## src/rtl/ff_width_packer.sv

```systemverilog
// ff_width_packer
// Collects DW-bit words from a first-word-fall-through FIFO head and emits
// them as RATIO-word beats over a valid/ready handshake. A flush pulse closes
// a partially filled beat so tail data is delivered instead of stranded.
//
// Build option: FF_PACK_ZERO_PAD_EN
//   defined   - unused upper slots of a flush-closed beat are driven to zero
//   undefined - those slots carry whatever the accumulator last held there;
//               receivers must rely on o_cnt
module ff_width_packer #(
  parameter int DW    = 8,
  parameter int RATIO = 4
) (
  input  logic                    clk,
  input  logic                    reset_n,
  input  logic                    ffrvld,
  input  logic [DW-1:0]           ffrdata,
  input  logic                    ffrempty,
  output logic                    ffrreq,
  input  logic                    flush,
  output logic                    o_vld,
  input  logic                    o_rdy,
  output logic [DW*RATIO-1:0]     o_data,
  output logic [$clog2(RATIO):0]  o_cnt,
  output logic                    o_last
);

  localparam int CW = $clog2(RATIO);
  localparam int OW = CW + 1;
  localparam int BW = DW * RATIO;
  localparam logic [CW-1:0] LAST_SLOT = CW'(RATIO - 1);
  localparam logic [OW-1:0] FULL_CNT  = OW'(RATIO);

  typedef enum logic {
    FILL = 1'b0,
    HOLD = 1'b1
  } state_t;

  state_t          state;
  state_t          state_next;
  logic [CW-1:0]   wcnt;
  logic [CW-1:0]   wcnt_next;
  logic            flush_pend;
  logic            pend_next;
  logic            flush_eff;
  logic [BW-1:0]   acc;
  logic [BW-1:0]   acc_next;
  logic [BW-1:0]   data_next;
  logic [OW-1:0]   cnt_next;
  logic            last_next;

  // Emptiness is implied by ffrvld on a FWFT port, so this input is not needed.
  logic unused_empty;
  assign unused_empty = ffrempty;

  // The beat is presented exactly while the FSM is holding it.
  assign o_vld = (state == HOLD);

  // Builds the beat image for a flush-closed partial beat of n words.
  function automatic logic [BW-1:0] close_partial(input logic [BW-1:0] a,
                                                  input logic [CW-1:0] n);
    logic [BW-1:0] b;
    b = a;
`ifdef FF_PACK_ZERO_PAD_EN
    for (int k = 0; k < RATIO; k++) begin
      if (k >= int'(n)) begin
        b[k*DW +: DW] = '0;
      end
    end
`else
    if (n == '0) begin
      b = a;
    end
`endif
    return b;
  endfunction

  // Next-state, pop request and next beat contents; flush beats pop in FILL.
  always_comb begin
    state_next = state;
    wcnt_next  = wcnt;
    pend_next  = flush_pend;
    acc_next   = acc;
    data_next  = o_data;
    cnt_next   = o_cnt;
    last_next  = o_last;
    ffrreq     = 1'b0;
    flush_eff  = flush | flush_pend;

    case (state)
      FILL: begin
        if (flush_eff) begin
          pend_next = 1'b0;
          if (wcnt != '0) begin
            state_next = HOLD;
            data_next  = close_partial(acc, wcnt);
            cnt_next   = {1'b0, wcnt};
            last_next  = 1'b1;
            wcnt_next  = '0;
          end
        end else begin
          ffrreq = ffrvld;
          if (ffrvld) begin
            acc_next[wcnt*DW +: DW] = ffrdata;
            if (wcnt == LAST_SLOT) begin
              state_next = HOLD;
              data_next  = acc_next;
              cnt_next   = FULL_CNT;
              last_next  = 1'b0;
              wcnt_next  = '0;
            end else begin
              wcnt_next = wcnt + 1'b1;
            end
          end
        end
      end

      HOLD: begin
        ffrreq = ffrvld & o_rdy;
        if (flush) begin
          pend_next = 1'b1;
        end
        if (o_rdy) begin
          state_next = FILL;
          if (ffrvld) begin
            acc_next[DW-1:0] = ffrdata;
            wcnt_next        = CW'(1);
          end else begin
            wcnt_next = '0;
          end
        end
      end

      default: begin
        state_next = FILL;
      end
    endcase
  end

  // FSM state register.
  always_ff @(posedge clk or negedge reset_n) begin
    if (!reset_n) begin
      state <= FILL;
    end else begin
      state <= state_next;
    end
  end

  // Accumulator, word count, pending flush and the presented beat.
  always_ff @(posedge clk or negedge reset_n) begin
    if (!reset_n) begin
      wcnt       <= '0;
      flush_pend <= 1'b0;
      acc        <= '0;
      o_data     <= '0;
      o_cnt      <= '0;
      o_last     <= 1'b0;
    end else begin
      wcnt       <= wcnt_next;
      flush_pend <= pend_next;
      acc        <= acc_next;
      o_data     <= data_next;
      o_cnt      <= cnt_next;
      o_last     <= last_next;
    end
  end

endmodule

```

## config.mk

```make
export PLATFORM = sky130hd
export DESIGN_NAME = ff_width_packer
export DESIGN_NICKNAME = d
export VERILOG_FILES = /design/src/rtl/ff_width_packer.sv
export SDC_FILE = /design/constraint.sdc
export NUM_CORES = 1
export LEC_CHECK = 0
export ABC_AREA = 1
export BUFFER_PORTS_ARGS = -buffer_cell sky130_fd_sc_hd__buf_2
export CORE_AREA = 2 2 141 102
export DETAILED_ROUTE_END_ITERATION = 6
export DIE_AREA = 0 0 143 104
export SYNTH_ARGS = -nofsm -noshare
export SYNTH_HDL_FRONTEND = slang
export SYNTH_SLANG_ARGS = --single-unit
export TNS_END_PERCENT = 30
```

## constraint.sdc

```tcl
create_clock -name clk -period 2.74 [get_ports clk]
set_input_delay 0.274 -clock clk [delete_from_list [all_inputs] [get_ports clk]]
set_output_delay 0.274 -clock clk [all_outputs]
set_load 0.02 [all_outputs]
```

==> out/qor.txt, run 1 <==
status: complete, but fails checks
violated checks: negative hold slack
Pwr Total: 4.87 mW
Simple-Gate Fraction of Synth Area: 32.1%
DR vias: 3,425
Setup violations, final: 0
Place WS: 0.839 ns
total CTS buffers: 9
setup bufs post-CTS: 0
Hold Violations, Final: 12
worst-skew pair later-pin latency: 0.34 ns
DRC Markers: 0
post_cts resized: 0
htree depth: 3
Clock Tree Root: clkbuf_16
min Tclk post-route: 2.16 ns
layout cells sized above 1: 19.9%
Synth Area in Compound Gates: 10.5%
CTS Hold Buffers Added: 0
total core area: 0.0136 mm²
placed cells: 733
Final TNS setup: 0 ns
# clock sinks: 72
Finished Layout Cells: 749
period utilization: 78.8%
Final ANT Viol Nets: 0
Static Leak: 2.35 nW
VDD IR max: 0.000449 V
Fillers: 1,442
Yosys Warn Count: 0
Std-Cell Rows: 36
worst setup margin: 0.580 ns
highest net fanout along the worst path: 24
critical path type: register to primary output
Post-Synth Adder-Cell Area: 1.96%
Hold WC Path Type: input port to async pin
nets@finish: 574
I/O pins: 52
MaxCap Viol Count: 0
post-DP HPWL: 7300 µm
Syn Inst Count: 503
flops & latches, synth: 72
largest family of logic cells by synthesized area: simple AND/OR/NAND/NOR gates
Pwr per Cell Area: 1070 mW/mm²
Syn Area/Cell: 7.60 µm²
hold_ws: -0.00342 ns
initial antenna violation count: 0
crit end category: primary output
WP data arrival: 1.89 ns
measured slew at the worst slew-check pin: 0.739 ns
Area Growth Syn to Fin: 19.5%
vias in the first global route: 3,381
Die Ht: 104 µm
initial core utilization: 28.2%
Post-synth EDFFs: 0
fraction of registers with async set/reset: 100%
mux contribution to synthesized area: 0%
Post-Syn Area: 0.00382 mm²
first-pass GRT wire length: 17,500 µm
clock buffer depth: 2
die area: 0.0149 mm²
CP Launch Type: register
maximum achievable frequency: 463 MHz
RSZ-0062 raised after global routing: false
Clock Skews: 0.00566 ns
Die Wd: 143 µm
Reg clk slew, reported paths: 0.06 ns
GPL Wtd Cong: 0.818
PortBufs: 50
Antenna diodes: 0
TritonCTS clock tree: yes
DRT Pass-1 Iters: 5
Cell variety after synth: 24
Synthesized Nets: 523
Seq/Total Area, Yosys: 47.1%
largest net degree at the start of global routing: 43
routed len/inst: 13.9 µm
initial drt markers: 295
max-slew violations: 0
GRT Residual Overflow: 0
All-Layer GR Usage: 15.0%
ys flop type: dfrtp_1
DR vias/cell: 4.57
WP data required: 2.47 ns
relative slew slack: 50.7%
Post-Synth XOR/XNOR Area: 0%
WL final: 10,400 µm
==> cells in the mapped netlist (5+ instances only) <==
library cell  number  area (µm²)
inv_1             40         150
a21oi_1           18        90.1
nand3_1           46         230
a21oi_2           14         123
buf_2              6        30.0
nor2_1            37         139
ha_1               6        75.1
o21ai_0           29         145
buf_6              5        56.3
dfrtp_1           72        1800
inv_2              5        18.8
o21ai_1            9        45.0
or2_2              8        50.1
nand2_1          190         713
==> worst paths after layout <==
kind | startpoint | to | slack, ns | depth (start not counted)
min | reset_n | o_data[26] | -0.003 | 1
max reg2reg | wcnt[1] | o_data[12] | 0.78 | 7
max in group asynchronous | reset_n | o_cnt[2] | 2.05 | 2
min in group clk | o_rdy | o_vld | 0.14 | 2
max | o_vld | ffrreq | 0.58 | 4
min reg2reg | o_data[17] | o_data[17] | 0.48 | 2
==> cells in the final DEF (no fill, tap or decap), drive strengths merged <==
cell type,netlist,routed
buf,17,59
nor2,39,39
clkbuf,2,11
or2,8,8
ha,6,6
bufinv,0,1
nand2,194,194
o21ai,38,38
clkinv,1,3
nand3,49,49
dfrtp,72,72
clkinvlp,0,2
inv,45,45
a21oi,32,32
==> where the power goes <==
part           switching [mW]  internal [mW]  total (mW)
Clock                   0.462          0.751        1.21
Sequential              0.228           1.41        1.63
Combinational            1.39          0.630        2.02
==> sequential cells by signal (all words and copies together), names as in the netlist <==
| name | flops |
|---|---|
| o_last | 1 |
| acc | 32 |
| o_data | 32 |
| o_cnt | 3 |
| o_vld | 1 |
| flush_pend | 1 |
| wcnt | 2 |
==> per-layer routing <==
layer	up-vias	track usage, %	share of wire [%]	wire (µm)
li1	1691	-	-	-
met1	1622	21.6	50	5240
met2	94	21.3	42	4350
met3	18	4.19	6.0	622
met4	0	5.52	2.0	204
met5	-	0	0	0
==> cell families after synthesis <==
| group | count (synthesis) |
|---|---|
| simple gates | 290 |
| flops | 72 |
| compound gates | 70 |
| buf+inv | 65 |
| fa+ha+maj | 6 |
==> stage by stage <==
stage / cell area (µm²) / utilization, % / hold WS [ns]
floorplan: 3820 / - / -0.0216
global placement: 4260 / 31.4 / 0.383
detailed placement: 4260 / 31.4 / 0.384
CTS: 4570 / 33.7 / 0.0143
global route: 4570 / 33.7 / 0.0476
finish: 4570 / 33.7 / -0.00342
==> worst max-delay path: stages, from the launching register on <==
cell     delay (ns)
dfrtp_1        0.41
inv_2          0.31
nand3_2        0.32
nand2_2        0.29
buf_2          0.21
==> cell type report <==
type | instances | area (µm²) | area share, %
sequential | 72 | 1800 | 39.4
multi-input combinational | 366 | 1710 | 37.3
timing repair buffer | 59 | 343 | 7.50
clock buffer | 11 | 253 | 5.53
tap | 190 | 238 | 5.20
inverter | 46 | 173 | 3.78
clock inverter | 5 | 55.1 | 1.21
Note: power is estimated with default switching activity, not from simulation.
==> run 2: changes to the inputs <==
==> constraint.sdc (replaced) <==
create_clock -name clk -period 2.1 [get_ports clk]
set_input_delay 0.21 -clock clk [delete_from_list [all_inputs] [get_ports clk]]
set_output_delay 0.21 -clock clk [all_outputs]
set_load 0.02 [all_outputs]
==> out/qor.txt, run 2 (synthesized netlist as in run 1, its figures left out) <==
Fillers: 1,446
All-Layer GR Usage: 14.8%
status: finished clean
PortBufs: 50
commonest cells after routing, fill and taps aside: nand2_1, dfrtp_1, buf_2
GRT Residual Overflow: 0
total CTS buffers: 9
VDD IR max: 0.000681 V
Die Ht: 104 µm
vias in the first global route: 3,289
routed len/inst: 13.7 µm
initial antenna violation count: 0
Static Leak: 2.37 nW
CP Launch Type: register
DRC Markers: 0
Clock Tree Root: clkbuf_16
MaxCap Viol Count: 0
htree depth: 3
Final ANT Viol Nets: 0
Pwr Total: 6.34 mW
die area: 0.0149 mm²
WL final: 10,400 µm
WP data required: 2.32 ns
# clock sinks: 72
Final TNS setup: 0 ns
Hold Violations, Final: 0
I/O pins: 52
Largest regs: acc x32, o_data x32, o_cnt x3
TritonCTS clock tree: yes
Critical R2R Launch: wcnt[1]
worst reg-to-reg path cell count: 8
initial core utilization: 28.2%
post-DP HPWL: 7400 µm
maximum achievable frequency: 537 MHz
RSZ-0062 raised after global routing: false
post-placement cell area: 0.00432 mm²
crit end category: register
DR vias/cell: 4.55
fin area: 0.00462 mm²
initial drt markers: 309
Worst Hold Path EP: o_vld
Finished Layout Cells: 756
measured slew at the worst slew-check pin: 0.696 ns
highest net fanout along the worst path: 15
Reg clk slew, reported paths: 0.06 ns
Clock Skews: 0.00847 ns
Hold Path Origin: o_rdy
critical path type: register to register
Antenna diodes: 0
total core area: 0.0136 mm²
first-pass GRT wire length: 17,200 µm
DR vias: 3,443
max-slew violations: 0
Area Growth Syn to Fin: 20.8%
Std-Cell Rows: 36
period utilization: 88.7%
relative slew slack: 53.6%
reg-to-reg slack, setup: 0.24 ns
WP data arrival: 2.08 ns
most common cell after layout, fill and taps aside: nand2_1
Hold WC Path Type: input port to register
nets@finish: 581
r2r endpoint: o_data[12]
Util after Layout: 34.1%
worst hold stages: 2
worst-skew pair later-pin latency: 0.34 ns
placed cells: 739
clock buffer depth: 2
layout cells sized above 1: 20.5%
DRT Pass-1 Iters: 7
GPL Wtd Cong: 0.824
min Tclk post-route: 1.86 ns
Pwr per Cell Area: 1370 mW/mm²
largest net degree at the start of global routing: 33
Die Wd: 143 µm
Setup violations, final: 0
==> run 2: cell count changes in the layout (fill, tap and decap cells not counted) <==
| cell | before | now |
|---|---|---|
| buf_12 | 2 | 3 |
| buf_4 | 7 | 12 |
| bufinv_16 | 1 | 0 |
| clkbuf_1 | 0 | 2 |
| clkbuf_8 | 2 | 3 |
| clkinv_2 | 2 | 1 |
| dlygate4sd3_1 | 0 | 1 |
| inv_1 | 40 | 39 |
==> run 2: worst max-delay path, stage by stage (launching register included) <==
cell and delay [ns]:
dfrtp_1 0.42, inv_1 0.20, ha_1 0.32, inv_2 0.09, nand3_2 0.21, buf_4 0.27, nor2_1 0.06, a21oi_1 0.11
nand2_1 0.06
==> run 2: worst max-delay path by stage <==
| stage | from | cells past startpoint | to | slack (ns) |
|---|---|---|---|---|
| floorplan | wcnt[0] | 8 | acc[0] | 0.37 |
| global placement | wcnt[1] | 7 | o_data[30] | 0.27 |
| detailed placement | wcnt[1] | 8 | o_data[9] | 0.26 |
| CTS | wcnt[1] | 8 | o_data[9] | 0.24 |
| global route | wcnt[1] | 8 | o_data[12] | 0.02 |
| finish | wcnt[1] | 8 | o_data[12] | 0.24 |
==> run 2: layer usage <==
| metal | share of wire, % | vias to the layer above | GRT usage (%) |
|---|---|---|---|
| li1 | - | 1702 | - |
| met4 | 1.1 | 0 | 4.10 |
| met5 | 0 | - | 0 |
| met3 | 7.3 | 10 | 4.37 |
| met2 | 42 | 119 | 21.3 |
| met1 | 49 | 1612 | 21.3 |
==> run 2: timing repair <==
item / CTS / global route
endpoints found under the hold margin: 27 / 0
endpoints found under the setup margin: 0 / 16
resized for setup: 0 / 1
hold buffers: 1 / 0
buffers inserted: 0 / 0
==> run 2: through the flow <==
| stage | worst slack (ns) | hold WS [ns] |
|---|---|---|
| 6_report | 0.237 | 0.0943 |
| 5_1_grt | 0.0188 | 0.113 |
| 4_1_cts | 0.238 | 0.0853 |
| 3_5_place_dp | 0.259 | 0.294 |
| 3_3_place_gp | 0.270 | 0.290 |
| 2_1_floorplan | 0.372 | -0.0856 |
==> run 2: power by group <==
group / total (mW) / switching (mW) / internal, mW
registers: 2.14 / 0.307 / 1.84
clock network: 1.47 / 0.576 / 0.896
logic: 2.72 / 1.83 / 0.893
total: 6.34 / 2.71 / 3.62
==> run 2: cell type report <==
type,count,area (µm²),share of cell area (%)
inverters,46,176,3.82
well taps,190,238,5.15
flip-flops and latches,72,1800,39.0
repair buffers,66,410,8.89
multi-input cells,366,1710,36.9
clock buffers,14,274,5.93
clock inverters,2,12.5,0.271
